==> config.mk <==
export PLATFORM = sky130hd
export DESIGN_NAME = data_mem_master
export DESIGN_NICKNAME = d
export VERILOG_FILES = /design/src/rtl/data_mem_master.sv
export SDC_FILE = /design/constraint.sdc
export NUM_CORES = 1
export LEC_CHECK = 0
export CAP_MARGIN = 10
export CORE_MARGIN = 2
export CORE_UTILIZATION = 54
export DETAILED_ROUTE_END_ITERATION = 10
export PLACE_DENSITY = 0.91
export RECOVER_POWER = 100
export SETUP_SLACK_MARGIN = 0.1
export SLEW_MARGIN = 5
export SYNTH_ARGS = -nofsm -noshare
export SYNTH_HDL_FRONTEND = slang
export SYNTH_SLANG_ARGS = --single-unit
==> constraint.sdc <==
create_clock -name clk -period 5.7 [get_ports clk]
set_input_delay 1.14 -clock clk [delete_from_list [all_inputs] [get_ports clk]]
set_output_delay 1.14 -clock clk [all_outputs]
set_load 0.03 [all_outputs]
==> src/rtl/data_mem_master.sv <==
// Load/store initiator for the data side of the unified memory: sequences the
// combinational read and write strobe, merges sub-word stores and extends loads.
module data_mem_master #(
  parameter logic [31:0] DATA_LIMIT = 32'h0000_3000
) (
  input  logic        clk,
  input  logic        reset_n,
  input  logic        req_valid,
  output logic        req_ready,
  input  logic        req_write,
  input  logic [1:0]  req_size,
  input  logic        req_signed,
  input  logic [31:0] req_addr,
  input  logic [31:0] req_wdata,
  output logic        resp_valid,
  input  logic        resp_ready,
  output logic [31:0] resp_rdata,
  output logic        resp_err,
  output logic [31:0] mem_data_addr,
  output logic [31:0] mem_data_in,
  output logic        mem_read,
  output logic        mem_write,
  input  logic [31:0] mem_data_out
);

  typedef enum logic [2:0] {
    IDLE   = 3'd0,
    RD     = 3'd1,
    WSETUP = 3'd2,
    WPULSE = 3'd3,
    RESP   = 3'd4
  } state_t;

  localparam logic [1:0] SIZE_BYTE = 2'b00;
  localparam logic [1:0] SIZE_HALF = 2'b01;
  localparam logic [1:0] SIZE_WORD = 2'b10;
  localparam logic [1:0] SIZE_BAD  = 2'b11;

  state_t      state_reg;
  logic        write_reg;
  logic        signed_reg;
  logic [1:0]  size_reg;
  logic [1:0]  lane_reg;
  logic [31:0] wdata_reg;

  logic        accept;
  logic        fault;
  logic [2:0]  nbytes;
  logic [32:0] last_byte;

  assign req_ready = (state_reg == IDLE);
  assign accept    = req_valid & req_ready;

  always_comb begin
    nbytes = 3'd4;
    case (req_size)
      SIZE_BYTE: nbytes = 3'd1;
      SIZE_HALF: nbytes = 3'd2;
      default:   nbytes = 3'd4;
    endcase
  end

  // 33-bit sum so an access running past 0xFFFF_FFFF cannot wrap into range.
  assign last_byte = {1'b0, req_addr} + {30'd0, nbytes} - 33'd1;

  assign fault = (req_size == SIZE_BAD)
               | ((req_size == SIZE_HALF) & req_addr[0])
               | ((req_size == SIZE_WORD) & (|req_addr[1:0]))
               | (last_byte >= {1'b0, DATA_LIMIT});

  function automatic logic [31:0] load_extend(
    input logic [31:0] word,
    input logic [1:0]  size,
    input logic [1:0]  lane,
    input logic        sgn
  );
    logic [31:0] shifted;
    shifted = word >> {lane, 3'b000};
    case (size)
      SIZE_BYTE: load_extend = {{24{sgn & shifted[7]}}, shifted[7:0]};
      SIZE_HALF: load_extend = {{16{sgn & shifted[15]}}, shifted[15:0]};
      default:   load_extend = word;
    endcase
  endfunction

  // Replace only the addressed lane(s); the rest of the sampled word is kept.
  function automatic logic [31:0] store_merge(
    input logic [31:0] word,
    input logic [31:0] wdata,
    input logic [1:0]  size,
    input logic [1:0]  lane
  );
    logic [31:0] lane_mask;
    logic [31:0] mask;
    logic [31:0] ins;
    lane_mask   = (size == SIZE_BYTE) ? 32'h0000_00FF : 32'h0000_FFFF;
    mask        = lane_mask << {lane, 3'b000};
    ins         = (wdata & lane_mask) << {lane, 3'b000};
    store_merge = (word & ~mask) | ins;
  endfunction

  always_ff @(posedge clk or negedge reset_n) begin
    if (!reset_n) begin
      state_reg     <= IDLE;
      write_reg     <= 1'b0;
      signed_reg    <= 1'b0;
      size_reg      <= 2'b00;
      lane_reg      <= 2'b00;
      wdata_reg     <= 32'd0;
      mem_data_addr <= 32'd0;
      mem_data_in   <= 32'd0;
      mem_read      <= 1'b0;
      mem_write     <= 1'b0;
      resp_valid    <= 1'b0;
      resp_rdata    <= 32'd0;
      resp_err      <= 1'b0;
    end else begin
      case (state_reg)
        IDLE: begin
          if (accept) begin
            write_reg  <= req_write;
            signed_reg <= req_signed;
            size_reg   <= req_size;
            lane_reg   <= req_addr[1:0];
            wdata_reg  <= req_wdata;
            if (fault) begin
              resp_valid <= 1'b1;
              resp_err   <= 1'b1;
              resp_rdata <= 32'd0;
              state_reg  <= RESP;
            end else begin
              mem_data_addr <= {req_addr[31:2], 2'b00};
              if (!req_write || (req_size != SIZE_WORD)) begin
                mem_read  <= 1'b1;
                state_reg <= RD;
              end else begin
                mem_data_in <= req_wdata;
                state_reg   <= WSETUP;
              end
            end
          end
        end

        RD: begin
          mem_read <= 1'b0;
          if (!write_reg) begin
            resp_rdata <= load_extend(mem_data_out, size_reg, lane_reg, signed_reg);
            resp_err   <= 1'b0;
            resp_valid <= 1'b1;
            state_reg  <= RESP;
          end else begin
            mem_data_in <= store_merge(mem_data_out, wdata_reg, size_reg, lane_reg);
            state_reg   <= WSETUP;
          end
        end

        // Address and data have been stable for a full cycle before the strobe rises.
        WSETUP: begin
          mem_write <= 1'b1;
          state_reg <= WPULSE;
        end

        WPULSE: begin
          mem_write  <= 1'b0;
          resp_valid <= 1'b1;
          resp_rdata <= 32'd0;
          resp_err   <= 1'b0;
          state_reg  <= RESP;
        end

        RESP: begin
          if (resp_ready) begin
            resp_valid <= 1'b0;
            resp_rdata <= 32'd0;
            resp_err   <= 1'b0;
            state_reg  <= IDLE;
          end
        end

        default: begin
          mem_read   <= 1'b0;
          mem_write  <= 1'b0;
          resp_valid <= 1'b0;
          state_reg  <= IDLE;
        end
      endcase
    end
  end

endmodule
**Word-level counts from Yosys, hierarchy flattened**

Index checks and enable logic that the tools add are counted.

- Register bits: 139

- Add/sub/neg operators: 2
- Reductions and logical operators: 17
- Magnitude comparators: 1
- Equality and inequality tests: 17
- Bitwise gates (word level): 15
- Shift operators: 3
- Mux-type cells: 31

Operator list:

| kind | count |
|---|---|
| two-way mux 32 bit | 8 |
| case mux 32 bit (2 select lines) | 2 |
| case mux 32 bit (4 select lines) | 1 |
| adder 32 x 3 -> 33 bit | 1 |
| greater-or-equal comparator 33 x 14 -> 1 bit (second input constant) | 1 |
| subtractor 33 x 1 -> 33 bit (second input constant) | 1 |
| AND 32 x 16 -> 32 bit | 1 |
| AND 32 bit | 1 |
| NOT 32 bit | 1 |
| OR 32 bit | 1 |
| << shifter 16 x 5 -> 32 bit | 1 |
| << shifter 32 x 5 -> 32 bit | 1 |
| >> shifter 32 x 5 -> 16 bit | 1 |
| two-way mux 16 bit | 1 |
| case mux 3 bit (5 select lines) | 1 |
| AND reduction 5 bit | 3 |
| two-way mux 3 bit | 4 |
| inequality test 2 bit (second input constant) | 6 |
| two-way mux 1 bit | 8 |
| equality test 3 x 2 -> 1 bit (second input constant) | 2 |
| inequality test 2 x 1 -> 1 bit (second input constant) | 3 |
| case mux 3 bit (2 select lines) | 1 |
| OR reduction 3 bit | 2 |
| AND 1 bit | 5 |
| 20 further kinds | 29 |

**Depth between registers and ports, before layout**

- Depth in word-level cells: 9
- Gate-level depth with buffers: 19
- Mapped depth without buffers: 17

**Worst setup path before layout**

OpenSTA, ideal clock, no wires.

- Path kind: input to register
- Start: input port req_size[1]
- End: register resp_rdata[21]
- Slack: 1238 ps
- Data required time: 5575 ps
- Arrival time: 4337 ps
- Stages: 15
- Path through: inv_1 ha_1 inv_1 ha_1 a211oi_1 o21ai_0 a21oi_2 o211ai_1 a221o_1 a2111oi_4 nand4_2 nor4_2 o21ai_2 buf_6 mux2_4

- Word-level cells in the longest chain between the ends: 8
- Elaborated cells on any way between the ends: 15
- Classes of those cells: add/sub (2); order compare (1); eq/ne (4); mux (1); bitwise (5); reduce/logical (2)

Ends and longest elaborated chain:

| item | RTL line | text |
|---|---|---|
| start: declaration | 11 | `input logic [1:0] req_size,` |
| equality test 2 x 1 -> 1 bit / zero test 2 bit (equally long branches) | 56, 67 |  |
| case mux 3 bit (2 select lines) | 56 | `case (req_size)` |
| adder 32 x 3 -> 33 bit | 64 | `assign last_byte = {1'b0, req_addr} + {30'd0, nbytes} - 33'd1;` |
| subtractor 33 x 1 -> 33 bit | 64 |  |
| greater-or-equal comparator 33 x 14 -> 1 bit | 69 | `\| (last_byte >= {1'b0, DATA_LIMIT});` |
| OR 1 bit * | 69 |  |
| inequality test 2 x 1 -> 1 bit (no source line) * | - |  |
| AND reduction 5 bit (no source line) * | - |  |
| end signal: assignment | 147 | `resp_rdata <= load_extend(mem_data_out, size_reg, lane_reg, signed_reg);` |
| end: declaration | 17 | `output logic [31:0] resp_rdata,` |

Mark *: on every way between the ends. The rest lies on a longest branch, timed or not.
A chain may end at the register's enable or synchronous reset.

**Worst setup path in the final report**

- Start: input port req_size[1]
- End: register resp_rdata[22]

The elaborated chain is that of the path after synthesis.

==> run summary <==
- **maximum buffer depth of the clock tree** 2
- **fraction of registers with async set or reset after synthesis** 100%
- **number of buffer cells added on primary ports** 202
- **result of the run** complete, but fails checks
- **Cells after DPL** 1262
- **total wire length after detailed routing** 26.1 mm
- **Post-Synthesis Mean Instance Area** 9.03 um^2
- **post-CTS setup buffers** 0
- **commonest register cell after synthesis** dfrtp_1
- **antenna diode count** 0
- **highest clock frequency the design can meet** 189 MHz
- **number of unique standard cell types used by synthesis** 69
- **final global-route overflow total** 0
- **total global-route track usage** 32.4%
- **count of nets after finishing** 1232
- **violated checks** capacitance limit, slew limit
- **Max Slew Vio Count** 126
- **netlist area before placement** 8210 um^2
- **post-detailed-route DRC marker count** 0
- **final core utilization** 72.2%
- **HPWL after detailed placement** 19.3 mm
- **number of primary I/O pins** 205
- **setup TNS** 0 ns
- **cell area power density** 256 nW/um^2
- **required time of the critical path** 6.00 ns
- **final period utilization** 92.6%
- **Synth area leaders** dfrtp_1 (37%), a21oi_1 (5.9%), mux2_1 (5.5%)
- **count of mapped cells out of synthesis** 909
- **y dimension of the die** 127 um
- **count of nets left with antenna violations after detail routing** 0
- **Die Wd** 127 um
- **destination of the worst register-to-register timing path** resp_rdata[19]
- **via count** 8048
- **Crit. End Element** flip-flop
- **number of antenna violations at the first check in global routing** 0
- **clock-pin transition on the worst setup and hold timing paths** 0.06 ns
- **Cell Count, Final, Fillers Out** 1293
- **1st-pass router iterations** 7
- **setup slack of the critical path after layout** 0.421 ns
- **Final Hold Vio Count** 0
- **Hold Crit Depth** 1
- **number of enable-type register cells in the synthesized netlist** 0
- **master cell of the clock root buffer** clkbuf_16
- **sequential-to-total area share from yosys stat** 37.5%
- **synthesis warning total** 0
- **startpoint of the most critical register-to-register path** lane_reg[0]
- **number of clock buffers inserted by TritonCTS** 17
- **clock sink total** 123
- **worst setup timing slack at the placement stage** 0.289 ns
- **minimum clock period** 5.28 ns
- **# Max-Cap Violations** 2
- **via count of the first global-routing pass** 7700
- **commonest cells in the netlist** dfrtp_1 (123), a21oi_1 (97), inv_1 (88)
- **post-cts resize count** 0
- **critical-path maximum fanout** 33
- **path type of the worst min-delay path** reg -> reg
- **Worst Hold Path EP** mem_data_addr[23]
- **Critical Path Source Type** input pin
- **peak supply drop** 0.242 mV
- **largest area contributor in the netlist** dfrtp_1
- **number of buffers inserted for hold repair after clock tree synthesis** 0
- **H-tree lvl count** 4
- **TritonCTS clock tree** done
- **growth of design area from synthesis to finish** 32.2%
- **relative max-transition margin** -63.4%
- **area enclosed by the die boundary** 16200 um^2
- **number of cell instances on the worst register-to-register path** 10
- **Row Count** 45
- **Initial Utilization** 54.6%
- **Core Footprint** 15000 um^2
- **wire length per cell after detailed routing** 20.2 um
- **Fin Clk Skew** 0.00836 ns
- **post-synthesis register bit count** 123
- **Crit path arrival time** 5.58 ns
- **maximum number of pins on one net before global-route repair** 80
- **layout cell share with drive strength beyond 1** 7.69%
- **leakage power of the design** 5.10 nW
- **clock insertion delay at the later pin of the skew report** 0.43 ns
- **registers with the most flip-flops** mem_data_in x32, resp_rdata x32, mem_data_addr x30
- **area share of the largest cell type after synthesis** 37.5%
- **routability congestion estimate from global placement** 0.967
- **cell with the most instances after synthesis** dfrtp_1
- **Worst Max-Slew Pin Slew** 2.45 ns
- **global-route wire length before repair** 41.0 mm
- **beginning of the worst hold path** mem_data_addr[23]
- **internal reg-to-reg setup slack** 2.65 ns
- **violation count after the first detailed-route iteration** 789
- **average vias per placed instance** 6.22
- **unrepaired setup endpoints after global routing** false
- **type of the worst setup path** in -> reg
- **final setup violating endpoints** 0
[metrics by stage]
step	power (mW)	area [um^2]	hold slack, ns
after floorplan	1.49	8210	0.488
after global placement	1.75	10400	0.469
after detailed placement	1.77	10400	0.477
after CTS	2.77	10900	0.492
after global routing	2.90	10800	0.487
final	2.77	10800	0.480
[cells by family (layout without fill, tap and decap cells)]
logic type                 after synthesis  in the layout  synth area share [%]
adders and majority gates               35             35                  5.43
xor gates and xnor gates                 7              7                 0.747
buffers and inverters                  142            337                  7.09
DFF                                    123            123                  37.5
muxes                                  111            111                  15.5
and+or+nand+nor                        212            212                  11.7
AOI/OAI and AO/OA                      278            278                  22.1
other                                    1              2                0.0457
[where the power goes]
part | internal [mW] | switching, mW | total, mW | leakage, nW
Combinational | 0.323 | 0.465 | 0.787 | 3.25
Sequential | 0.922 | 0.0650 | 0.987 | 1.60
Clock | 0.580 | 0.419 | 0.999 | 0.255
[placed cells by master (no fill, tap or decap), types with 3 or more instances in the layout]
master / netlist / layout
or3_1: 4 / 4
clkdlybuf4s50_1: 0 / 101
nand2_1: 59 / 59
nand2b_1: 7 / 7
o21ai_1: 11 / 5
clkbuf_16: 0 / 17
ha_1: 34 / 34
inv_6: 0 / 3
o22ai_1: 11 / 11
mux2_2: 25 / 25
o31ai_1: 3 / 3
nor4_1: 3 / 4
o211ai_1: 17 / 17
clkinv_4: 0 / 3
dlygate4sd3_1: 0 / 100
o221ai_1: 9 / 9
dfrtp_1: 123 / 123
a21oi_1: 97 / 98
o21ai_0: 38 / 44
mux2_1: 40 / 53
o21a_1: 7 / 7
a211oi_1: 16 / 16
clkinvlp_4: 0 / 4
clkbuf_1: 31 / 4
inv_1: 88 / 88
nor3_1: 11 / 11
mux2i_1: 32 / 32
nor2b_1: 5 / 5
nor2_1: 82 / 82
or2_2: 3 / 3
o21bai_1: 4 / 4
a22oi_1: 16 / 16
a221oi_1: 9 / 9
xnor2_1: 5 / 5
a21o_1: 7 / 7
buf_4: 6 / 11
nand3_1: 18 / 18
nand4_1: 9 / 9
nor3b_1: 3 / 3
a31oi_1: 4 / 4
[worst max-delay path by stage]
stage                      from              end  slack, ns  cells after the start
detailed placement  req_size[1]  mem_data_in[31]       0.29                     18
CTS                 req_size[1]   mem_data_in[1]       0.71                     16
floorplan           req_size[1]   resp_rdata[21]       1.24                     15
global placement    req_size[0]   mem_data_in[5]       0.41                     17
global route        req_size[1]   resp_rdata[22]       0.19                     16
finish              req_size[1]   resp_rdata[22]       0.42                     16
[area by class of cell]
cell class,instances,area (um^2)
clock buffers,20,457
clock inverters,11,87.6
fillers,1119,4180
inverters,88,330
multi-input cells,645,4510
flip-flops and latches,123,3080
well taps,188,235
repair buffers,218,2150
[metal layers]
layer  share of wire [%]  vias to the layer above  track usage, %  routed length [um]
met2                  46                      455            50.3               12000
met1                  41                     3868            44.1               10700
met4                 3.7                        0            13.8                 957
met3                 9.0                       84            7.16                2360
met5                   0                        -               0                   0
li1                    -                     3641               -                   -
[worst max-delay path, cell delays in order]
cell             delay [ns]
clkdlybuf4s50_1        0.52
inv_1                  0.10
ha_1                   0.33
inv_1                  0.05
ha_1                   0.29
a211oi_1               0.30
o21ai_0                0.13
a21oi_1                0.35
o211ai_1               0.20
a221o_1                0.40
a2111oi_4              0.37
nand4_2                0.23
nor4_1                 0.53
o21ai_4                0.10
buf_12                 0.20
mux2_1                 0.34
Power figures use the tool's default switching activity.
